==> src/rtl/pipeline_sequencer_pkg.sv <==
// rtl/pipeline_sequencer_pkg.sv - stage/state encodings and decoder type indices for the stage sequencer
package pipeline_sequencer_pkg;

    localparam int STAGE_COUNT = 3;
    localparam logic [STAGE_COUNT-1:0] STAGE_IF  = 3'd0;
    localparam logic [STAGE_COUNT-1:0] STAGE_ID  = 3'd1;
    localparam logic [STAGE_COUNT-1:0] STAGE_EX  = 3'd2;
    localparam logic [STAGE_COUNT-1:0] STAGE_MEM = 3'd3;
    localparam logic [STAGE_COUNT-1:0] STAGE_WB  = 3'd4;

    // opcode_type is a one-hot vector indexed by these TYPE_* positions
    localparam int OPCODE_COUNT = 8;
    localparam int TYPE_LDI     = 0;
    localparam int TYPE_ALU     = 1;
    localparam int TYPE_LD_Y    = 2;
    localparam int TYPE_LDS     = 3;
    localparam int TYPE_STS     = 4;
    localparam int TYPE_JMP     = 5;
    localparam int TYPE_BRANCH  = 6;
    localparam int TYPE_NOP     = 7;

    localparam int GROUP_COUNT  = 4;

    typedef enum logic [2:0] {
        SEQ_IF   = 3'd0,
        SEQ_IF2  = 3'd1,
        SEQ_ID   = 3'd2,
        SEQ_EX   = 3'd3,
        SEQ_MEM  = 3'd4,
        SEQ_WB   = 3'd5,
        SEQ_HALT = 3'd6
    } seq_state_t;

    function automatic logic is_mem_op(input logic [OPCODE_COUNT-1:0] op_type);
        return op_type[TYPE_LD_Y] | op_type[TYPE_LDS] | op_type[TYPE_STS];
    endfunction

endpackage

==> src/rtl/perf_counter_bank.sv <==
// rtl/perf_counter_bank.sv - three enabled wrapping counters, built only with PERF_COUNTERS_EN
`ifdef PERF_COUNTERS_EN
module perf_counter_bank #(
    parameter int CNT_W = 32
) (
    input  logic             clk,
    input  logic             reset_n,
    input  logic             cycle_en,
    input  logic             retire_en,
    input  logic             stall_en,
    output logic [CNT_W-1:0] cycles,
    output logic [CNT_W-1:0] retired,
    output logic [CNT_W-1:0] stalls
);

    always_ff @(posedge clk) begin
        if (!reset_n) begin
            cycles  <= '0;
            retired <= '0;
            stalls  <= '0;
        end else begin
            if (cycle_en)  cycles  <= cycles + 1'b1;
            if (retire_en) retired <= retired + 1'b1;
            if (stall_en)  stalls  <= stalls + 1'b1;
        end
    end

endmodule
`endif

==> src/rtl/pipeline_sequencer.sv <==
// rtl/pipeline_sequencer.sv - IF/ID/EX/MEM/WB stage sequencer with MEM stall and halt; PERF_COUNTERS_EN adds perf counters
module pipeline_sequencer
    import pipeline_sequencer_pkg::*;
#(
    parameter int CNT_W     = 32,
    parameter int STALL_MAX = 15
) (
    input  logic                    clk,
    input  logic                    reset_n,
    input  logic                    two_word,
    input  logic [OPCODE_COUNT-1:0] opcode_type,
    input  logic [GROUP_COUNT-1:0]  opcode_group,
    input  logic                    mem_ready,
    input  logic                    halt_req,
    output logic [STAGE_COUNT-1:0]  pipeline_stage,
    output logic                    fetch_word2,
    output logic                    pc_inc,
    output logic                    instr_latch,
    output logic                    retire,
    output logic                    halted,
    output logic                    mem_timeout
`ifdef PERF_COUNTERS_EN
    ,
    output logic [CNT_W-1:0]        perf_cycles,
    output logic [CNT_W-1:0]        perf_retired,
    output logic [CNT_W-1:0]        perf_stalls
`endif
);

    localparam int WAIT_W = (STALL_MAX > 1) ? $clog2(STALL_MAX + 1) : 1;
    localparam logic [WAIT_W-1:0] WAIT_SAT  = WAIT_W'(STALL_MAX);
    localparam logic [WAIT_W-1:0] WAIT_LAST = WAIT_W'(STALL_MAX - 1);

    seq_state_t        state;
    seq_state_t        state_nxt;
    logic [WAIT_W-1:0] wait_cnt;
    logic              mem_hold;
    logic              unused_group;

    assign unused_group = ^opcode_group;

    // Only real memory opcodes wait on the bus; everything else passes MEM in one cycle
    assign mem_hold = (state == SEQ_MEM) && is_mem_op(opcode_type) && !mem_ready;

    always_ff @(posedge clk) begin
        if (!reset_n) begin
            state    <= SEQ_IF;
            wait_cnt <= '0;
        end else begin
            state <= state_nxt;
            if (state == SEQ_EX)
                wait_cnt <= '0;
            else if (mem_hold && (wait_cnt != WAIT_SAT))
                wait_cnt <= wait_cnt + 1'b1;
        end
    end

    // The pulse marks the held cycle whose increment lands on STALL_MAX; saturation stops repeats
    assign mem_timeout = reset_n && mem_hold && (STALL_MAX != 0) && (wait_cnt == WAIT_LAST);

    always_comb begin
        state_nxt      = SEQ_IF;
        pipeline_stage = STAGE_IF;
        fetch_word2    = 1'b0;
        pc_inc         = 1'b0;
        instr_latch    = 1'b0;
        retire         = 1'b0;
        halted         = 1'b0;
        case (state)
            SEQ_IF: begin
                pc_inc      = 1'b1;
                instr_latch = 1'b1;
                state_nxt   = two_word ? SEQ_IF2 : SEQ_ID;
            end
            SEQ_IF2: begin
                pc_inc      = 1'b1;
                instr_latch = 1'b1;
                fetch_word2 = 1'b1;
                state_nxt   = SEQ_ID;
            end
            SEQ_ID: begin
                pipeline_stage = STAGE_ID;
                state_nxt      = SEQ_EX;
            end
            SEQ_EX: begin
                pipeline_stage = STAGE_EX;
                state_nxt      = SEQ_MEM;
            end
            SEQ_MEM: begin
                pipeline_stage = STAGE_MEM;
                state_nxt      = mem_hold ? SEQ_MEM : SEQ_WB;
            end
            SEQ_WB: begin
                pipeline_stage = STAGE_WB;
                retire         = 1'b1;
                state_nxt      = halt_req ? SEQ_HALT : SEQ_IF;
            end
            SEQ_HALT: begin
                halted    = 1'b1;
                state_nxt = halt_req ? SEQ_HALT : SEQ_IF;
            end
            default: state_nxt = SEQ_IF;
        endcase
        // Outputs read as the reset state while reset_n is low, whatever the register holds
        if (!reset_n) begin
            pipeline_stage = STAGE_IF;
            fetch_word2    = 1'b0;
            pc_inc         = 1'b0;
            instr_latch    = 1'b0;
            retire         = 1'b0;
            halted         = 1'b0;
        end
    end

`ifdef PERF_COUNTERS_EN
    perf_counter_bank #(
        .CNT_W (CNT_W)
    ) u_perf (
        .clk       (clk),
        .reset_n   (reset_n),
        .cycle_en  (1'b1),
        .retire_en (retire),
        .stall_en  (mem_hold),
        .cycles    (perf_cycles),
        .retired   (perf_retired),
        .stalls    (perf_stalls)
    );
`else
    localparam int unused_cnt_w = CNT_W;
`endif

endmodule
==> config.mk <==
export PLATFORM = sky130hd
export DESIGN_NAME = pipeline_sequencer
export DESIGN_NICKNAME = d
export VERILOG_FILES = /design/src/rtl/pipeline_sequencer_pkg.sv /design/src/rtl/perf_counter_bank.sv /design/src/rtl/pipeline_sequencer.sv
export SDC_FILE = /design/constraint.sdc
export NUM_CORES = 1
export LEC_CHECK = 0
export ABC_CLOCK_PERIOD_IN_PS = 4070
export BUFFER_PORTS_ARGS = -buffer_cell sky130_fd_sc_hd__buf_2
export CORE_AREA = 5 5 42 44
export DETAILED_ROUTE_END_ITERATION = 16
export DIE_AREA = 0 0 47 49
export GPL_ROUTABILITY_DRIVEN = 0
export GPL_TIMING_DRIVEN = 1
export HOLD_SLACK_MARGIN = 0.1
export PLACE_DENSITY = 0.71
export SETUP_SLACK_MARGIN = 0.15
export SLEW_MARGIN = 30
export SYNTH_ARGS = -nofsm -noshare
export SYNTH_HDL_FRONTEND = slang
export SYNTH_SLANG_ARGS = --single-unit
==> constraint.sdc <==
create_clock -name clk -period 4.07 [get_ports clk]
set_input_delay 0 -clock clk [delete_from_list [all_inputs] [get_ports clk]]
set_output_delay 0 -clock clk [all_outputs]
set_load 0.02 [all_outputs]
Word level (Yosys, flattened, before mapping):

Index checks and enable logic that the tools add are counted.
Widths: inputs -> output; s select.

* reductions and logical operators: 10
* add/sub/neg operators: 1
* equal/unequal tests: 8
* multiplexer cells: 14
* bitwise gates (word level): 3

Operators by type and width (count)
* $pmux 3 s6: 1
* $pmux 3 s4: 1
* $eq 3x3->1 const B: 3
* $mux 1: 9
* $eq 3x2->1 const B: 2
* $mux 3: 2
* $reduce_or 2->1: 3
* $logic_and 1x1->1: 5
* $add 4x1->4 const B: 1
* $eq 4x4->1 const B: 1
* $ne 4x4->1 const B: 1
* $eq 3x1->1 const B: 1
* $logic_not 3->1: 1
* $mux 2: 1
* $or 1x1->1: 2
* $logic_not 1->1: 1
* $not 1->1: 1

* output and inout port bits: 9
* register bits: 7
* word-level logic and storage cells: 38
* input port bits: 17

Longest topological paths before layout:

Gate-level depths: netlist of the first run.

* depth after elaboration: 6
* gate-level depth with buffers: 6
* mapped depth without buffers: 5

Worst setup path before layout of the first run:

OpenSTA, ideal clock, no wires.

* kind: flip-flop to output port
* from: register state[1]
* to: output mem_timeout
* arrival time: 1.590 ns
* data required time: 4.070 ns
* path buffers: 1
* stages on the path, launching flop included: 4
* setup slack: 2.480 ns
* cell sequence: dfxtp_1 buf_6 or3b_4 nor4_1

* cells in the longest elaborated chain, start to end: 5

Ends and longest elaborated chain
* start: declaration: RTL line pipeline_sequencer.sv:34 `seq_state_t state;`
* start signal: assignment: RTL line pipeline_sequencer.sv:50 `state <= state_nxt;`
* $eq 3x3->1: RTL line pipeline_sequencer.sv:43 `assign mem_hold = (state == SEQ_MEM) && is_mem_op(opcode_type) && !mem_ready;`
* $logic_and 1x1->1 (2 in a row): RTL line pipeline_sequencer.sv:43
* $logic_and 1x1->1 (2 in a row): RTL line pipeline_sequencer.sv:59 `assign mem_timeout = reset_n && mem_hold && (STALL_MAX != 0) && (wait_cnt == WAIT_LAST);`
* end: declaration: RTL line pipeline_sequencer.sv:21 `output logic mem_timeout`

No other way between the ends.

Final worst setup path of the first run:

* from: register state[2]
* to: register wait_cnt[2]

* cells in the longest elaborated chain, start to end: 4

Ends and longest elaborated chain
* $eq 3x3->1: RTL line pipeline_sequencer.sv:43
* $logic_and 1x1->1 (2 in a row): RTL line pipeline_sequencer.sv:43
* $logic_and 1x1->1: RTL line pipeline_sequencer.sv:53 `else if (mem_hold && (wait_cnt != WAIT_SAT))`
* end signal: assignment: RTL line pipeline_sequencer.sv:54 `wait_cnt <= wait_cnt + 1'b1;`
* end: declaration: RTL line pipeline_sequencer.sv:36 `logic [WAIT_W-1:0] wait_cnt;`

Several ways; a longest one is shown, not always the timed one.
A chain may end at the register's enable or synchronous reset.

==> metrics.cfg, run 1 <==
[sta]
drv_slew = 0
min_period_ps = 1740
hold_viol = 0
setup_viol = 0
clock_skew_ps = 4.06
max_freq_mhz = 576
tightest_slew_ps = 802
max_slew_margin = 0.461
rsz0062_at_grt = no
worst_slack_ps = 2330
tns_ps = 0
period_share = 0.427

[die]
core_area_sq_um = 1400
die_y_um = 49
die_area_sq_um = 2300
ios = 26
die_w_um = 47
initial_core_util = 0.381
rows = 14

[final_layout]
utilization = 0.441
final_area_sq_um = 618
syn_to_final_growth_pct = 15.7
layout.nets = 102
diodes = 0
final_common_cell = buf_2
layout-drive-gt1-share = 0.313
layout_common_cells = buf_2, nand2_1, nor2_1

[detailed_routing]
first_pass_iters = 3
drt_wl_total_mm = 1.10
drc = 0
wl_per_cell_um = 11.5
num_vias = 489
first_iter_violations = 6
drtAntennaViolNets = 0
viasPerCell = 5.09

[synthesis]
ys.flop_type = dfxtp_1
syn_inst = 65
synth_area_leaders = dfxtp_1, ha_1, nor3_1, nand2_1, nor2_1
ys_async_sr_fraction = 0
ys_types = 27
synth_area_leader_cell = dfxtp_1
synth.avg_cell_area_sq_um = 8.22
synth_seq_cells = 7
synth_top_area_share = 0.262
yosysWarnings = 0
syn_nets = 86
yosysSeqAreaShare = 0.262
syn_area_sq_um = 534
synth_edf_count = 0

[setup_path]
critical-path-top-delay-family = simple AND/OR/NAND/NOR gates
r2r_setup_slack_ps = 2330
end_kind = register
required_ps = 4210
setup.worst_path.end = wait_cnt[2]
crit_arrival_ps = 1880
crit_slowest_cell = dfxtp_1
crit_type = reg2reg
cpPeakStageDelay_ps = 510
cp-start-kind = register
cp_cell_sequence = or3b_4 -> nor4b_2 -> nor2_1 -> a211oi_1
crit_buf_inv = 0
crit_fanout = 10
crit_cells = 4
critPathLaunch = state[2]
reg2reg_to = wait_cnt[2]
ff2ff_path_depth = 4
r2r_start = state[2]

[cts]
cts_tree = built
clock_latency_ps = 250
post_cts_buffers = 0
cts_hold_buffers = 0
cts.sinks = 7
path_clk_slew_ps = 50
cts_buffer_depth = 2
cts-resized-gates = 0
htree_levels = 1
root_buffer = clkbuf_4
cts_made_buffers = 3

[pwr]
p_leak_nw = 0.250
vdd_drop_max_uv = 204
power_w = 0.000219
p_per_area_nw_per_um2 = 354

[place]
hpwlAfterDp_um = 892
pre_cts_slack_ps = 2400
io_buffers = 16
place_area_sq_um = 592

[worst_hold_path]
min_from = reset_n
hp-class = in2reg

[status]
outcome = completed

[grt]
grtUsageTotal = 0.115
grt_pass1_wl_mm = 1.91
grt_antenna_before_repair = 0
grt_max_degree = 11
overflow = 0
first_global_vias = 482

[flow_run]
drv_cap = 0

layer usage:
layer | vias to the layer above | track usage | share of wire | wire (um)
li1 | 254 | - | - | -
met1 | 220 | 0.133 | 0.43 | 475
met2 | 12 | 0.179 | 0.48 | 533
met3 | 3 | 0.0332 | 0.064 | 70
met4 | 0 | 0.0691 | 0.020 | 22
met5 | - | 0 | 0 | 0
area by class of cell:
class	instances	area (sq um)
Fill cell	152	783
Inverter	4	15.0
Tap cell	16	20.0
Timing Repair Buffer	16	80.1
Clock buffer	4	26.3
Sequential cell	7	140
Multi-Input combinational cell	49	337
logic make-up (layout without fill, tap and decap cells):
kind of cell,count (synthesis),in the layout,synth area share
buf+inv,9,24,0.108
simple gates,34,34,0.375
xor+xnor,3,3,0.0492
compound gates,7,7,0.0937
fa+ha+maj,5,5,0.112
flops,7,7,0.262
stage by stage:
stage | hold slack, ps | instances
after floorplan | 89.5 | 65
after global placement | 361 | 92
after detailed placement | 364 | 92
after CTS | 105 | 96
after global routing | 125 | 96
final | 114 | 96
synth_stat cells (2+ instances only):
library cell,n
nor2_1,8
ha_1,4
dfxtp_1,7
a21oi_1,2
inv_1,4
nand2_1,8
buf_4,2
buf_6,2
a211oi_1,2
xnor2_1,3
nor3_1,7
how the worst min path moves through the flow:
| stage | endpoint | slack, ps | cells after the start |
|---|---|---|---|
| final | state[0] | 110 | 3 |
| after global placement | mem_timeout | 360 | 3 |
| after floorplan | mem_timeout | 90 | 1 |
| after detailed placement | mem_timeout | 360 | 3 |
| after CTS | state[0] | 100 | 3 |
| after global routing | state[0] | 120 | 3 |
state kept, by name, summed over array words and instances, names as in the netlist:
name and count:
wait_cnt 4, state 3
tightest hold or removal path: cells and delay by family:
kind	cells	cell delay [ps]
buffers and inverters	1	140
AND/OR/NAND/NOR	2	160
report_power, final:
group          internal [W]   total, W  switching, W  leakage, nW
Sequential        0.0000754  0.0000908     0.0000154       0.0569
Combinational     0.0000294  0.0000672     0.0000378        0.178
Clock             0.0000373  0.0000607     0.0000234       0.0150
Total              0.000142   0.000219     0.0000765        0.250
(Power assumes the default switching activity.)
==> run 2, diff against run 1 <==
--- a/config.mk
+++ b/config.mk
@@ -5,7 +5,7 @@
 export SDC_FILE = /design/constraint.sdc
 export NUM_CORES = 1
 export LEC_CHECK = 0
-export ABC_CLOCK_PERIOD_IN_PS = 4070
+export ABC_CLOCK_PERIOD_IN_PS = 1670
 export BUFFER_PORTS_ARGS = -buffer_cell sky130_fd_sc_hd__buf_2
 export CORE_AREA = 5 5 42 44
 export DETAILED_ROUTE_END_ITERATION = 16
==> constraint.sdc (replaced) <==
create_clock -name clk -period 1.67 [get_ports clk]
set_input_delay 0 -clock clk [delete_from_list [all_inputs] [get_ports clk]]
set_output_delay 0 -clock clk [all_outputs]
set_load 0.02 [all_outputs]
==> run 2 against run 1 <==
Net effect:
- routed wire length is 11% higher
- design area increased by 17%
- sequential share of layout area shrank 3.1 points
- largest power group is now combinational cells
==> metrics.cfg, run 2 (same netlist as run 1, synthesis figures left out) <==
[cts]
clock_latency_ps = 250  ; about the same
cts_made_buffers = 3  ; unchanged
path_clk_slew_ps = 50  ; about the same
cts_tree = built  ; unchanged
cts.sinks = 7  ; unchanged
htree_levels = 1  ; unchanged
cts_buffer_depth = 2  ; unchanged
root_buffer = clkbuf_4  ; unchanged

[grt]
grt_pass1_wl_mm = 1.90  ; was 1.91 mm
grt_max_degree = 10  ; was 11
grtUsageTotal = 0.114  ; was 0.115
overflow = 0  ; unchanged
grt_antenna_before_repair = 0  ; unchanged
first_global_vias = 452  ; was 482

[pwr]
p_leak_nw = 0.287  ; was 0.250 nW
vdd_drop_max_uv = 422  ; was 204 uV
p_int_w = 0.000379  ; was 0.000142 W
clkPwrFrac = 0.253  ; was 0.277
power_w = 0.000586  ; was 0.000219 W
pwr-share-seq = 0.334  ; was 0.415
comb_power_share = 0.413  ; was 0.307
power.switching_w = 0.000207  ; was 0.0000765 W
p_per_area_nw_per_um2 = 813  ; was 354 nW/um^2
switching_share = 0.353  ; was 0.350

[place]
io_buffers = 16  ; unchanged
placed_cells = 96  ; was 92
hpwlAfterDp_um = 906  ; was 892 um

[final_layout]
layout_common_cells = buf_2, nand2_1, nor2_1  ; unchanged
syn_to_final_growth_pct = 34.9  ; was 15.7%
diodes = 0  ; unchanged
largest_register = wait_cnt  ; unchanged
layout-drive-gt1-share = 0.419  ; was 0.313
final_common_cell = buf_2  ; unchanged
layout.nets = 108  ; was 102
final_cells = 102  ; was 96
fillCellCount = 149  ; was 152
utilization = 0.514  ; was 0.441
reg_top3 = wait_cnt (4), state (3)  ; unchanged
largest_reg_flops = 4  ; unchanged

[setup_path]
cp-start-kind = register  ; unchanged
crit_arrival_ps = 1450  ; was 1880 ps
crit_type = reg2out  ; was reg2reg
required_ps = 1670  ; was 4210 ps
end_kind = primary output  ; was register
crit_fanout = 8  ; was 10

[die]
core_area_sq_um = 1400  ; unchanged
ios = 26  ; unchanged
rows = 14  ; unchanged
initial_core_util = 0.381  ; unchanged
die_y_um = 49  ; unchanged
die_area_sq_um = 2300  ; unchanged
die_w_um = 47  ; unchanged

[flow_run]
drv_cap = 0  ; unchanged

[sta]
setup_viol = 0  ; unchanged
clock_skew_ps = 2.76  ; was 4.06 ps
tns_ps = 0  ; unchanged
drv_slew = 0  ; unchanged
tightest_slew_ps = 316  ; was 802 ps
rsz0062_at_grt = yes  ; was no
hold_viol = 0  ; unchanged
whs_ps = 95.7  ; was 114 ps
max_slew_margin = 0.788  ; was 0.461
min_period_ps = 1450
period_share = 0.866
max_freq_mhz = 692

[worst_hold_path]
hp-class = in2reg  ; unchanged

[detailed_routing]
first_iter_violations = 2  ; was 6
drc = 0  ; unchanged
viasPerCell = 5.13  ; was 5.09
first_pass_iters = 3  ; unchanged
wl_per_cell_um = 11.9  ; was 11.5 um
drt_wl_total_mm = 1.22  ; was 1.10 mm
num_vias = 523  ; was 489
drtAntennaViolNets = 0  ; unchanged

[status]
outcome = completed  ; unchanged

[run 2: critical path, cell delays in order, from the launching register on]
cell     delay, ps
dfxtp_2        330
buf_6          130
inv_2           60
ha_1           280
nand2_1         80
nor3_2         160
buf_4          160
[run 2: through the flow]
stage / cell area (sq um) / setup slack [ps]
4_1_cts: 669 / 151
2_1_floorplan: 541 / 177
3_3_place_gp: 628 / 226
5_1_grt: 721 / 105
6_report: 721 / 224
3_5_place_dp: 628 / 231
[run 2: final timing paths]
check	from	to	slack, ps	cells past startpoint
min reg2reg	wait_cnt[0]	wait_cnt[0]	590	2
max	state[1]	pipeline_stage[0]	220	6
min	halt_req	state[1]	100	3
max reg2reg	state[2]	wait_cnt[0]	230	4
[run 2: power groups by stage]
stage	clock [W]	combinational [W]	sequential, W
after floorplan	0	0.000174	0.000194
after global routing	0.000169	0.000270	0.000197
after global placement	0	0.000216	0.000195
after CTS	0.000158	0.000226	0.000195
final	0.000148	0.000242	0.000196
after detailed placement	0	0.000219	0.000196
[run 2: layer usage]
| layer | up-vias | global-route usage | share of wire |
|---|---|---|---|
| met3 | 2 | 0.0332 | 0.056 |
| li1 | 268 | - | - |
| met1 | 242 | 0.150 | 0.44 |
| met5 | - | 0 | 0 |
| met2 | 11 | 0.158 | 0.49 |
| met4 | 0 | 0.0691 | 0.016 |
[run 2: final cells by class]
class	instances	area, sq um	share of cell area
clock buffers	4	26.3	0.0365
inverters	4	15.0	0.0208
multi-input cells	49	375	0.521
flip-flops and latches	7	141	0.196
well taps	16	20.0	0.0278
repair buffers	22	143	0.198
[run 2: timing repair]
| action | 4_1_cts | 5_1_grt |
|---|---|---|
| hold buffers | 1 | 0 |
| pin swaps | 0 | 4 |
| resized for setup | 2 | 10 |
| endpoints found under the hold margin | 3 | 0 |
| gates cloned | 0 | 0 |
| buffers inserted | 0 | 1 |
| setup endpoints to repair | 1 | 5 |
==> run 3, diff against run 2 <==
--- a/config.mk
+++ b/config.mk
@@ -13,9 +13,10 @@
 export GPL_ROUTABILITY_DRIVEN = 0
 export GPL_TIMING_DRIVEN = 1
 export HOLD_SLACK_MARGIN = 0.1
-export PLACE_DENSITY = 0.71
+export PLACE_DENSITY = 0.74
 export SETUP_SLACK_MARGIN = 0.15
 export SLEW_MARGIN = 30
 export SYNTH_ARGS = -nofsm -noshare
 export SYNTH_HDL_FRONTEND = slang
 export SYNTH_SLANG_ARGS = --single-unit
+export TNS_END_PERCENT = 100
==> run 3 against run 2 <==
Net effect:
- highest routed layer unchanged
- first-iteration DRC count grew to 7.5 times the previous value
- cell count up 3.9%
- sequential cell count is the same
- worst setup slack got worse by 37 ps
==> metrics.cfg, run 3 (same netlist as run 1, synthesis figures left out) <==
[status]
outcome = completed  ; unchanged

[die]
initial_core_util = 0.381  ; unchanged
rows = 14  ; unchanged
core_area_sq_um = 1400  ; unchanged
die_w_um = 47  ; unchanged
die_y_um = 49  ; unchanged
ios = 26  ; unchanged
die_area_sq_um = 2300  ; unchanged

[final_layout]
diodes = 0  ; unchanged
fillCellCount = 135  ; was 149
syn_to_final_growth_pct = 38.2  ; was 34.9%
layout.nets = 112  ; was 108
layout-drive-gt1-share = 0.422  ; was 0.419
largest_register = wait_cnt  ; unchanged
reg_top3 = wait_cnt (4), state (3)  ; unchanged
layout_common_cells = buf_2, buf_4, nand2_1, nor2_1  ; was buf_2, nand2_1, nor2_1
largest_reg_flops = 4  ; unchanged
final_common_cell = buf_2  ; unchanged

[setup_path]
ff2ff_path_depth = 4  ; unchanged
required_ps = 1830  ; was 1670 ps
cp-start-kind = register  ; unchanged
cpPeakStageDelay_ps = 460  ; was 330 ps
crit_fanout = 5  ; was 8
end_kind = register  ; was primary output
crit_type = reg2reg  ; was reg2out
crit_arrival_ps = 1650  ; was 1450 ps
cp_cell_sequence = or3b_4 -> nor4b_4 -> nor2_1 -> a211oi_1  ; was buf_6 -> inv_2 -> ha_1 -> nand2_1 -> nor3_2 -> buf_4
crit_slowest_cell = or3b_4  ; was dfxtp_2

[cts]
root_buffer = clkbuf_4  ; unchanged
cts_tree = built  ; unchanged
cts.sinks = 7  ; unchanged
cts_buffer_depth = 2  ; unchanged
htree_levels = 1  ; unchanged
path_clk_slew_ps = 60  ; was 50 ps
clock_latency_ps = 260  ; was 250 ps
cts_made_buffers = 3  ; unchanged

[pwr]
p_per_area_nw_per_um2 = 840  ; was 813 nW/um^2
p_leak_nw = 0.304  ; was 0.287 nW
vdd_drop_max_uv = 466  ; was 422 uV

[detailed_routing]
wl_per_cell_um = 13.1  ; was 11.9 um
drtAntennaViolNets = 0  ; unchanged
first_pass_iters = 4  ; was 3
num_vias = 543  ; was 523
drc = 0  ; unchanged
viasPerCell = 5.12  ; was 5.13
drt_wl_total_mm = 1.38  ; was 1.22 mm
first_iter_violations = 15  ; was 2

[sta]
max_slew_margin = 0.809  ; was 0.788
drv_slew = 0  ; unchanged
tightest_slew_ps = 284  ; was 316 ps
rsz0062_at_grt = yes  ; unchanged
setup_viol = 0  ; unchanged
tns_ps = 0  ; unchanged
min_period_ps = 1480  ; was 1450 ps
hold_viol = 0  ; unchanged
period_share = 0.888  ; was 0.866
clock_skew_ps = 3.79  ; was 2.76 ps
whs_ps = 112  ; was 95.7 ps
max_freq_mhz = 674  ; was 692 MHz

[flow_run]
drv_cap = 0  ; unchanged

[worst_hold_path]
hp-class = in2reg  ; unchanged
whs_path_depth = 4  ; was 3

[place]
hpwlAfterDp_um = 970  ; was 906 um
io_buffers = 16  ; unchanged

[grt]
grtUsageTotal = 0.123  ; was 0.114
grt_antenna_before_repair = 0  ; unchanged
grt_pass1_wl_mm = 2.11  ; was 1.90 mm
overflow = 0  ; unchanged
first_global_vias = 533  ; was 452
grt_max_degree = 10  ; unchanged

-- run 3: cell count changes in the layout (fill, tap and decap cells not counted), sizes merged --
cell and delta:
dlygate4sd3 +1, buf +3
-- run 3: per-layer routing --
| metal | track usage | part of all wire |
|---|---|---|
| met1 | 0.155 | 0.41 |
| met2 | 0.186 | 0.52 |
| met3 | 0.0221 | 0.053 |
| met4 | 0.0783 | 0.016 |
| met5 | 0 | 0 |
-- run 3: worst paths after layout --
| path | from | end | slack (ps) |
|---|---|---|---|
| worst min register to register | wait_cnt[1] | wait_cnt[1] | 550 |
| worst max register to register | state[1] | wait_cnt[2] | 190 |
| worst min-delay path | two_word | state[1] | 110 |
| worst max-delay path | state[1] | wait_cnt[2] | 190 |
-- run 3: final cells by class --
cell class / instances / area (sq um) / area share
tap: 16 / 20.0 / 0.0271
timing repair buffer: 26 / 175 / 0.237
sequential: 7 / 141 / 0.192
inverter: 4 / 15.0 / 0.0203
multi-input combinational: 49 / 360 / 0.488
clock buffer: 4 / 26.3 / 0.0356
-- run 3: critical path: cells and delay by family, from the launching register on --
family	cells	cell delay, ps
compound gates	1	240
flops	1	330
simple gates	3	820
-- run 3: what timing repair did --
action	CTS	global route
gates cloned	0	0
resized for setup	3	7
endpoints found under the hold margin	3	0
pin swaps	0	1
setup endpoints to repair	1	7
buffers inserted	0	4
hold buffers	2	0
-- run 3: per-stage QoR --
stage          total power, W  area, sq um  cells  setup WS (ps)  utilization
6_report             0.000620          738    106            187        0.527
5_1_grt              0.000660          738    106           99.4        0.527
2_1_floorplan        0.000368          541     65            177            -
4_1_cts              0.000589          683    102            162        0.488
3_3_place_gp         0.000409          628     96            238        0.448
3_5_place_dp         0.000416          628     96            230        0.448
-- run 3: where the power goes --
part | leakage, nW | switching (W) | total, W | internal (W)
Combinational | 0.232 | 0.000144 | 0.000257 | 0.000113
Sequential | 0.0572 | 0.0000108 | 0.000195 | 0.000185
Clock | 0.0150 | 0.0000763 | 0.000168 | 0.0000921
